File: src/rtl/sha256_padder.sv
// SHA-256 message padder: packs 32-bit words into 512-bit blocks,
// appends the 0x80 marker, zero fill and the 64-bit bit length.
module sha256_padder (
  input  logic         clk,
  input  logic         reset,
  input  logic [31:0]  in_word,
  input  logic         in_valid,
  output logic         in_ready,
  input  logic         in_last,
  input  logic [2:0]   in_bytes,
  output logic [511:0] msg_block,
  output logic         block_valid,
  input  logic         block_ready,
  output logic         block_first,
  output logic         block_last
);

  typedef enum logic [1:0] {
    LOAD,
    EMIT,
    TAIL
  } state_t;

  state_t      r_state;
  logic [31:0] r_buf [16];
  logic [3:0]  r_wptr;
  logic [63:0] r_len;
  logic        r_first;
  logic        r_last;
  logic        r_tail;
  logic        r_tail80;

  logic        w_acc;
  logic        w_xfer;
  logic [2:0]  w_nb;
  logic [63:0] w_len_fin;
  logic [4:0]  w_wp;
  logic [4:0]  w_wp1;
  logic [4:0]  w_p;
  logic [31:0] w_word;
  logic [31:0] w_fin [16];

  assign in_ready    = (r_state == LOAD);
  assign block_valid = (r_state != LOAD);
  assign block_first = r_first;
  assign block_last  = r_last;
  assign w_acc       = in_valid & in_ready;
  assign w_xfer      = block_valid & block_ready;

  // Final-word buffer image: masked data, 0x80 marker, zero fill, length.
  always_comb begin
    w_nb      = (in_bytes > 3'd4) ? 3'd4 : in_bytes;
    w_len_fin = r_len + {58'd0, w_nb, 3'd0};
    w_wp      = {1'b0, r_wptr};
    w_wp1     = w_wp + 5'd1;
    w_p       = w_wp1 + {4'd0, (w_nb == 3'd4)};
    unique case (w_nb)
      3'd0:    w_word = 32'h8000_0000;
      3'd1:    w_word = {in_word[31:24], 24'h80_0000};
      3'd2:    w_word = {in_word[31:16], 16'h8000};
      3'd3:    w_word = {in_word[31:8], 8'h80};
      default: w_word = in_word;
    endcase
    for (int i = 0; i < 16; i++) begin
      if (5'(i) < w_wp)
        w_fin[i] = r_buf[i];
      else if (5'(i) == w_wp)
        w_fin[i] = w_word;
      else if (5'(i) == w_wp1 && w_nb == 3'd4)
        w_fin[i] = 32'h8000_0000;
      else
        w_fin[i] = 32'h0;
    end
    if (w_p <= 5'd14) begin
      w_fin[14] = w_len_fin[63:32];
      w_fin[15] = w_len_fin[31:0];
    end
  end

  // Flatten the buffer, word 0 in the top bits.
  always_comb begin
    msg_block = '0;
    for (int i = 0; i < 16; i++)
      msg_block[511-32*i -: 32] = r_buf[i];
  end

  // Control FSM, buffer fill and length tracking.
  always_ff @(posedge clk) begin
    if (reset) begin
      r_state  <= LOAD;
      r_wptr   <= 4'd0;
      r_len    <= 64'd0;
      r_first  <= 1'b1;
      r_last   <= 1'b0;
      r_tail   <= 1'b0;
      r_tail80 <= 1'b0;
      for (int i = 0; i < 16; i++)
        r_buf[i] <= 32'h0;
    end else begin
      unique case (r_state)
        LOAD: begin
          if (w_acc) begin
            if (in_last) begin
              for (int i = 0; i < 16; i++)
                r_buf[i] <= w_fin[i];
              r_wptr   <= 4'd0;
              r_len    <= w_len_fin;
              r_last   <= (w_p <= 5'd14);
              r_tail   <= (w_p >= 5'd15);
              r_tail80 <= (w_p == 5'd17);
              r_state  <= EMIT;
            end else begin
              r_buf[r_wptr] <= in_word;
              r_wptr        <= r_wptr + 4'd1;
              r_len         <= r_len + 64'd32;
              if (r_wptr == 4'd15) begin
                r_last  <= 1'b0;
                r_tail  <= 1'b0;
                r_state <= EMIT;
              end
            end
          end
        end
        EMIT: begin
          if (w_xfer) begin
            r_first <= r_last;
            if (r_tail) begin
              r_buf[0] <= r_tail80 ? 32'h8000_0000 : 32'h0;
              for (int i = 1; i < 14; i++)
                r_buf[i] <= 32'h0;
              r_buf[14] <= r_len[63:32];
              r_buf[15] <= r_len[31:0];
              r_last    <= 1'b1;
              r_tail    <= 1'b0;
              r_state   <= TAIL;
            end else begin
              if (r_last) begin
                r_len  <= 64'd0;
                r_last <= 1'b0;
              end
              r_state <= LOAD;
            end
          end
        end
        TAIL: begin
          if (w_xfer) begin
            r_len   <= 64'd0;
            r_first <= 1'b1;
            r_last  <= 1'b0;
            r_state <= LOAD;
          end
        end
        default: r_state <= LOAD;
      endcase
    end
  end

endmodule

File: config.mk
export PLATFORM = sky130hd
export DESIGN_NAME = sha256_padder
export DESIGN_NICKNAME = d
export VERILOG_FILES = /design/src/rtl/sha256_padder.sv
export SDC_FILE = /design/constraint.sdc
export NUM_CORES = 1
export LEC_CHECK = 0
export BUFFER_PORTS_ARGS = -buffer_cell sky130_fd_sc_hd__buf_2
export CORE_MARGIN = 2
export CORE_UTILIZATION = 45
export CTS_BUF_LIST = sky130_fd_sc_hd__clkbuf_2
export DETAILED_ROUTE_END_ITERATION = 6
export PLACE_DENSITY_LB_ADDON = 0.05
export REMOVE_ABC_BUFFERS = 1
export SKIP_CTS_REPAIR_TIMING = 1
export SYNTH_ARGS = -nofsm -noshare
export SYNTH_HDL_FRONTEND = slang
export SYNTH_SLANG_ARGS = --single-unit
File: constraint.sdc
create_clock -name clk -period 5.1 [get_ports clk]
set_input_delay 0.765 -clock clk [delete_from_list [all_inputs] [get_ports clk]]
set_output_delay 0.765 -clock clk [all_outputs]
set_load 0.05 [all_outputs]
; Yosys cells after proc, flatten, opt, wreduce, memory -nomap -nowiden
; Memories as Yosys holds them, arrays and structs flattened.
; Index checks and enable logic that the tools add are counted.
[op_classes]
magnitude_cmp = 18
multipliers = 0
addsub = 5
n_shift = 0
n_eq_ne = 44
reduce_logical = 32
div = 0
n_mux = 130
bitwise = 34
[ops]
columns = cell, n
row1 = $mux W32, 81
row2 = $mux W64, 7
row3 = $pmux W64 S3, 1
row4 = $pmux W32 S4, 1
row5 = $add A64 B6 Y64, 1
row6 = $add A64 B6 Y64 const B, 1
row7 = $eq A4 B5 Y1 const A, 8
row8 = $eq A4 B4 Y1 const A, 8
row9 = $or A1 B1 Y1, 32
row10 = $reduce_or A32 Y1, 1
row11 = $lt A4 B4 Y1 const A, 7
row12 = $mux W1, 27
row13 = $eq A3 B5 Y1 const A, 4
row14 = $eq A3 B4 Y1 const A, 4
row15 = $logic_and A1 B1 Y1, 16
row16 = $lt A3 B4 Y1 const A, 4
row17 = $mux W2, 6
row18 = $eq A2 B5 Y1 const A, 2
row19 = $eq A2 B4 Y1 const A, 2
row20 = $lt A1 B4 Y1 const A, 2
row21 = $lt A2 B4 Y1 const A, 2
row22 = $mux W4, 2
row23 = $ne A2 B2 Y1 const B, 4
row24 = $reduce_and A4 Y1, 2
row25 = other kinds (32), 38
[totals]
mem_bits_ro = 0
output_inout_bits = 516
ram_bits = 512
latchBits = 0
mem_count = 1
elab_cells = 271
regBits = 74
input_bits = 40
[memory_table]
columns = name, depth, word_bits, rd, rd_clocked_by_memory_dff, write_ports, line
row1 = r_buf, 16, 32, 16, 0, 16, 25  ; logic [31:0] r_buf [16];

; Logic depth before layout (Yosys ltp)
; Gate-level depths: netlist (run 1).
[logic_depth]
ltp_word = 10
mapped_depth = 14
ltp_nobuf = 10

; Worst setup path before layout (run 1)
; Ideal clock, no wire load.
[synth_timing]
path_kind = flip-flop to flip-flop
from = register r_state[0]
to = memory r_buf[12][0], enable pin
path_buffers = 2
path_stages_with_launch = 9
arrival_ns = 4.375
slack_ns = 0.260
period_less_slack_ns = 4.840
t_required_ns = 4.634
cell_sequence = dfxtp_1 -> inv_1 -> ha_1 -> clkbuf_1 -> nand2_1 -> nor3_1 -> clkbuf_1 -> a21oi_1 -> o21ai_0
[synth_rtl]
columns = element, line
row1 = start: declaration, 24  ; state_t r_state;
row2 = start signal: assignment, 90  ; r_state <= LOAD;
row3 = start signal: assignment, 111  ; r_state <= EMIT;
row4 = start signal: assignment, 119  ; r_state <= EMIT;
row5 = end: declaration, 25

==> impl_metrics.yaml, run 1 <==
status:
  outcome: "complete, no violations"
setup_path:
  cp_slowest_cell: "or4_1"
  crit_type: "reg2reg"
  r2r_start: "r_state[1]"
  crit_required_ns: 6.26
  reg2regPathDepth: 8
  ff2ff_setup_slack_ns: 1.19
  critPathMostFrequentCell: "nand2_1"
  r2r_end: "r_buf[1][19]"
  startpoint_type: "flip-flop"
  cp_slowest_stage_delay_ns: 0.77
  arrival_ns: 5.07
  worstPathCellList: "inv_1, ha_1, nand2_1, nor2_1, nand2_1, or4_1, o21ai_0, and2_1"
  crit_path_end_kind: "flip-flop"
  cp_max_fo: 13
power_and_ir_drop:
  p_clk_share_pct: 30.5
  swShare_pct: 35.1
  p_leak_nw: 13.2
  power_density_nw_per_um2: 339
  ir_drop_mv: 0.169
  comb_power_share_pct: 18.7
  power.switching_mw: 3.84
  power_mw: 10.9
  p_int_mw: 7.11
  power.share.sequential_pct: 50.8
timing:
  worstMarginPinSlew_ns: 1.25
  setup_violations: 0
  rsz0062_at_grt: "no"
  hold_ws_ns: 0.103
  skew_ns: 0.0829
  fmax_mhz: 256
  slew_headroom_pct: 15.6
  final-max-slew-violation-count: 0
  hold_viol: 0
  period_share_pct: 76.6
  period_needed_ns: 3.91
synth:
  syn_inst: 2373
  synthDistinctLibCells: 74
  yosys_warnings: 0
  synth_seq_cells: 583
  ys_seq_area_share_pct: 62.6
  synth-edff-count: 512
  syn_area_um2: 26800
  synth.avg_cell_area_um2: 11.3
  async_flop_share_pct: 0
  synthFlopType: "edfxtp_1"
clock_network:
  numCtsBuffers: 154
  cts_buffer_depth: 3
  clock_latency_ns: 1.36
  cts_tree: "done"
  clock_sinks: 583
  htreeDepth: 4
  cts.clk_slew.worst_paths_ns: 0.11
  root_buffer: "clkbuf_2"
min_path:
  hold_class: "in2reg"
  worstHoldPathCells: 3
  holdPathEnd: "r_buf[15][5]"
  holdCritStartpoint: "in_word[5]"
die:
  initial_core_util_pct: 45.5
  coreArea_um2: 59000
  ios: 556
  die_x_um: 248
  die_area_um2: 61600
  rows: 89
  die_h_um: 248
routing:
  drt.antenna.violating_nets: 0
  via_per_inst: 5.91
  first_iter_violations: 2744
  post-route-drc-count: 0
  wl_met2_um: 54200
  routed.top_layer: "met5"
  wire_per_inst_um: 28.2
  routed_wl_um: 110000
  dr_total_vias: 23100
  met3_length_um: 9080
  wl_met1_um: 41500
  dr.pass1.iters: 6
placed_design:
  place_congestion: 0.989
  io_buffers: 555
  dp_hpwl_um: 77800
layout:
  finalNetCount: 3085
  drive_above_1_share_pct: 29.1
  area_growth_pct: 20.5
  final_common_cell: "buf_2"
  layout_common_cells: "buf_2, edfxtp_1, and2_1, clkbuf_2, nor2_1"
  fill_cells: 5372
global_routing:
  grt_max_degree: 41
  grt_pass1_wl_um: 153000
  grt_pass1_vias: 21800
  grt_util_all_layers_pct: 35.0
  antenna_found_initial: 6
  grt-ovfl-total: 0
flow_run:
  cap_violations: 0
how the worst max path moves through the flow:
stage,end,slack [ns],from
after global routing,r_buf[1][19],0.97,r_state[1]
after CTS,r_buf[1][18],1.24,r_state[1]
final,r_buf[1][19],1.19,r_state[1]
after global placement,r_buf[14][23],1.10,in_bytes[0]
after floorplan,r_buf[12][0],-0.51,r_state[0]
after detailed placement,r_buf[14][23],1.03,in_bytes[0]
synth_stat cells, types with 4 or more instances:
library cell	n	area, µm²
nor4_1	39	244
o31ai_1	6	45.0
a31oi_1	17	106
a22oi_1	22	165
nand2b_1	7	43.8
ha_1	16	200
clkbuf_2	4	20.0
nand4b_1	4	35.0
nor3b_1	5	37.5
a32oi_1	8	70.1
clkbuf_1	143	537
o22ai_1	26	163
o221ai_1	4	35.0
a21o_1	5	37.5
and2_1	355	2220
or2_2	4	25.0
o211ai_1	11	82.6
nor2b_1	60	375
or4_1	11	82.6
buf_1	8	30.0
o21a_1	10	75.1
o21ai_0	166	831
xor2_1	18	158
xnor2_1	27	236
and3_1	12	75.1
a211oi_1	10	75.1
a222oi_1	5	50.1
a21oi_1	120	601
nand4_1	43	269
nand3_1	62	310
dfxtp_1	71	1420
nor3_1	54	270
buf_2	4	20.0
a221o_1	26	260
inv_1	20	75.1
a211o_1	5	43.8
edfxtp_1	512	15400
and4_1	5	43.8
a221oi_1	6	52.6
o311ai_0	8	70.1
nor2_1	187	702
or3_1	16	100
nand2_1	176	661
registers in the layout, summed over array words and instances (netlist names):
| signal | flops |
|---|---|
| r_wptr | 4 |
| block_first | 1 |
| r_len | 61 |
| r_buf | 512 |
| block_last | 1 |
| r_tail80 | 1 |
| r_tail | 1 |
| r_state | 2 |
critical path: cells and delay by family (launching register included):
kind / cells / cell delay (ns)
compound gates: 1 / 0.76
fa+ha+maj: 1 / 0.40
buf+inv: 1 / 0.09
flops: 1 / 0.36
simple gates: 5 / 2.14
stage by stage:
step                      setup WS [ns]  area [µm²]  setup TNS (ns)  util (%)  std cells
after floorplan                  -0.513       26200          -21.21         -       2210
after global placement             1.10       30700               0      52.0       3620
after detailed placement           1.03       30700               0      52.0       3620
after CTS                          1.24       32100               0      54.3       3883
after global routing              0.970       32300               0      54.8       3910
final                              1.19       32300               0      54.8       3912
logic make-up after synthesis:
| kind of cell | share of synthesized area [%] |
|---|---|
| mux | 0.112 |
| buf+inv | 2.71 |
| fa+ha+maj | 0.821 |
| simple gates | 20.9 |
| compound gates | 11.4 |
| flops | 62.6 |
| xor+xnor | 1.47 |
power by group through the flow:
stage | registers, mW | clock network [mW] | logic (mW)
4_1_cts | 5.56 | 3.40 | 2.02
5_1_grt | 5.59 | 3.64 | 2.11
3_5_place_dp | 5.67 | 0 | 2.02
2_1_floorplan | 6.61 | 0 | 0.357
3_3_place_gp | 5.67 | 0 | 2.01
6_report | 5.56 | 3.34 | 2.05
metal layers:
| metal | GRT usage, % | vias up |
|---|---|---|
| met5 | 0 | - |
| met4 | 17.5 | 2 |
| met3 | 6.81 | 288 |
| met2 | 58.7 | 1337 |
| met1 | 43.2 | 11400 |
| li1 | - | 10100 |
final cells by class:
cell class / instances / area [µm²] / area share (%)
Sequential cell: 583 / 16800 / 52.0
Multi-Input combinational cell: 1605 / 9450 / 29.2
Clock inverter: 34 / 225 / 0.697
Antenna cell: 4 / 10.0 / 0.0310
Inverter: 22 / 82.6 / 0.255
Timing Repair Buffer: 662 / 3660 / 11.3
Clock buffer: 229 / 1150 / 3.55
Tap cell: 773 / 967 / 2.99
Power figures use the tool's default switching activity.
==> run 2: changes to the inputs <==
- ABC_AREA: unset -> 1
- clock period: 5.1 -> 3.6 ns (I/O delays scaled with it)
==> impl_metrics.yaml, run 2 <==
timing:
  worstMarginPinSlew_ns: 0.994
  rsz0062_at_grt: "no"
  period_needed_ns: 3.06
  slew_headroom_pct: 33.4
  skew_ns: 0.132
  period_share_pct: 85.0
  fmax_mhz: 327
  final-max-slew-violation-count: 0
  hold_viol: 0
  setup_violations: 0
  fin_ws_ns: 0.539
layout:
  final_common_cell: "buf_2"
  top_regs: "r_buf x512, r_len x61, r_wptr x4"
  final_area_um2: 34500
  area_growth_pct: 20.8
  layout_common_cells: "buf_2, nor2_1, edfxtp_1, nand2_1, inv_1"
  regMostFlops: "r_buf"
  finalNetCount: 3838
  drive_above_1_share_pct: 25.7
  largest_reg_flops: 512
synth:
  synth_seq_cells: 583
  synthDistinctLibCells: 52
  syn_area_um2: 28600
  synth_common_cells: "nor2_1, edfxtp_1, nand2_1, inv_1, nand3_1"
  synthFlopType: "edfxtp_1"
  synth.avg_cell_area_um2: 9.26
  synth_top_cells_by_area: "edfxtp_1, nor2_1, nand2_1"
  syn_inst: 3087
  yosys_warnings: 0
  synth-edff-count: 512
  yosysTopAreaCellShare_pct: 53.8
  async_flop_share_pct: 0
  yosysMostFrequentCell: "nor2_1"
  synth_top_area_cell: "edfxtp_1"
  ys_seq_area_share_pct: 58.7
placed_design:
  pre_cts_slack_ns: 0.401
  dp_hpwl_um: 94200
  place_congestion: 0.968
  io_buffers: 555
  placed_area_um2: 32700
global_routing:
  grt_max_degree: 65
  grt_pass1_wl_um: 181000
  antenna_found_initial: 7
  grt-ovfl-total: 0
  grt_util_all_layers_pct: 37.8
  grt_pass1_vias: 26400
power_and_ir_drop:
  ir_drop_mv: 0.235
  power_density_nw_per_um2: 474
  p_leak_nw: 14.6
  power_mw: 16.4
routing:
  first_iter_violations: 3264
  post-route-drc-count: 1
  dr_total_vias: 27600
  drt.antenna.violating_nets: 0
  wire_per_inst_um: 26.8
  routed_wl_um: 127000
  via_per_inst: 5.81
  dr.pass1.iters: 7
setup_path:
  crit_type: "reg2reg"
  reg2regPathDepth: 10
  critPathMostFrequentCell: "inv_2"
  cp_max_fo: 32
  cp_num_buf_inv: 4
  r2r_end: "r_buf[4][31]"
  worstPathCellList: "inv_1, ha_1, nand2_2, nor2_4, inv_2, nor2_8, inv_2, nor2_1, a22oi_2, buf_4"
  ff2ff_setup_slack_ns: 0.54
  crit_required_ns: 4.54
  startpoint_type: "flip-flop"
  crit_family: "buffers and inverters"
  cp_slowest_stage_delay_ns: 0.50
  crit_path_end_kind: "flip-flop"
  r2r_start: "r_state[0]"
  arrival_ns: 4.00
  cp_slowest_cell: "inv_2"
  critical_path_depth: 10
clock_network:
  clock_latency_ns: 1.43
  htreeDepth: 4
  cts_tree: "done"
  clock_sinks: 583
  root_buffer: "clkbuf_2"
  cts_buffer_depth: 3
  cts.clk_slew.worst_paths_ns: 0.12
  numCtsBuffers: 156
die:
  rows: 92
  initial_core_util_pct: 45.4
  die_area_um2: 65600
  coreArea_um2: 63000
  ios: 556
  die_x_um: 256
  die_h_um: 256
min_path:
  hold_class: "in2reg"
  holdCritStartpoint: "in_word[27]"
  worstHoldPathCells: 4
  holdPathEnd: "r_buf[15][27]"
status:
  outcome: "finished with violations"
  violations: "DRC"
flow_run:
  cap_violations: 0
[run 2: changes by cell type after synthesis, sizes merged, moves of 53 or more]
| cell | delta |
|---|---|
| o32ai | +53 |
| inv | +289 |
| and2 | -353 |
| nor2 | +399 |
| nand2 | +316 |
| o22ai | +111 |
| nor2b | -59 |
| nand3 | +197 |
[run 2: area by class of cell]
cell class,count,area (µm²)
Antenna cell,3,7.51
Clock buffer,219,1100
Clock inverter,50,325
Fill cell,5904,28400
Inverter,312,1170
Multi-Input combinational cell,2025,9990
Sequential cell,583,16800
Tap cell,846,1060
Timing Repair Buffer,703,4080
[run 2: worst max-delay path by stage]
stage,startpoint,slack [ns],to
2_1_floorplan,r_state[0],-1.65,r_buf[13][0]
3_3_place_gp,in_bytes[2],0.40,r_buf[14][21]
3_5_place_dp,in_bytes[2],0.40,r_buf[15][29]
4_1_cts,r_state[0],0.44,in_ready
5_1_grt,r_state[0],0.37,r_buf[2][13]
6_report,r_state[0],0.54,r_buf[4][31]
[run 2: logic make-up after synthesis]
family	share of synthesized area, %
AOI/OAI and AO/OA	11.8
buffers and inverters	6.69
DFF	58.7
and+or+nand+nor	20.6
adders and majority gates	0.770
xor gates and xnor gates	1.47
[run 2: worst register-to-register path, cell delays in order (launching register included)]
cell and delay, ns:
dfxtp_1 0.38, inv_1 0.09, ha_1 0.26, nand2_2 0.21, nor2_4 0.09, inv_2 0.20, nor2_8 0.05, inv_2 0.50
nor2_1 0.21, a22oi_2 0.19, buf_4 0.45
[run 2: power breakdown]
part | internal [mW] | total [mW] | switching (mW)
registers | 7.82 | 8.11 | 0.291
clock network | 1.79 | 4.85 | 3.06
logic | 0.638 | 3.40 | 2.76
total | 10.3 | 16.4 | 6.11
[run 2: metal layers]
layer | track usage (%) | wire [µm] | vias to the layer above
li1 | - | - | 12100
met1 | 45.7 | 47100 | 13400
met2 | 63.2 | 62100 | 1755
met3 | 7.97 | 11000 | 328
met4 | 20.6 | 6950 | 6
met5 | 0 | 38 | -
[run 2: stage by stage]
| step | utilization [%] | TNS, ns | hold WS, ns | instances |
|---|---|---|---|---|
| 2_1_floorplan | - | -385.64 | 0.445 | 2920 |
| 3_3_place_gp | 51.9 | 0 | 0.475 | 4426 |
| 3_5_place_dp | 51.9 | 0 | 0.482 | 4426 |
| 4_1_cts | 54.1 | 0 | -0.656 | 4695 |
| 5_1_grt | 54.8 | 0 | -0.00373 | 4741 |
| 6_report | 54.8 | 0 | 0.0246 | 4741 |
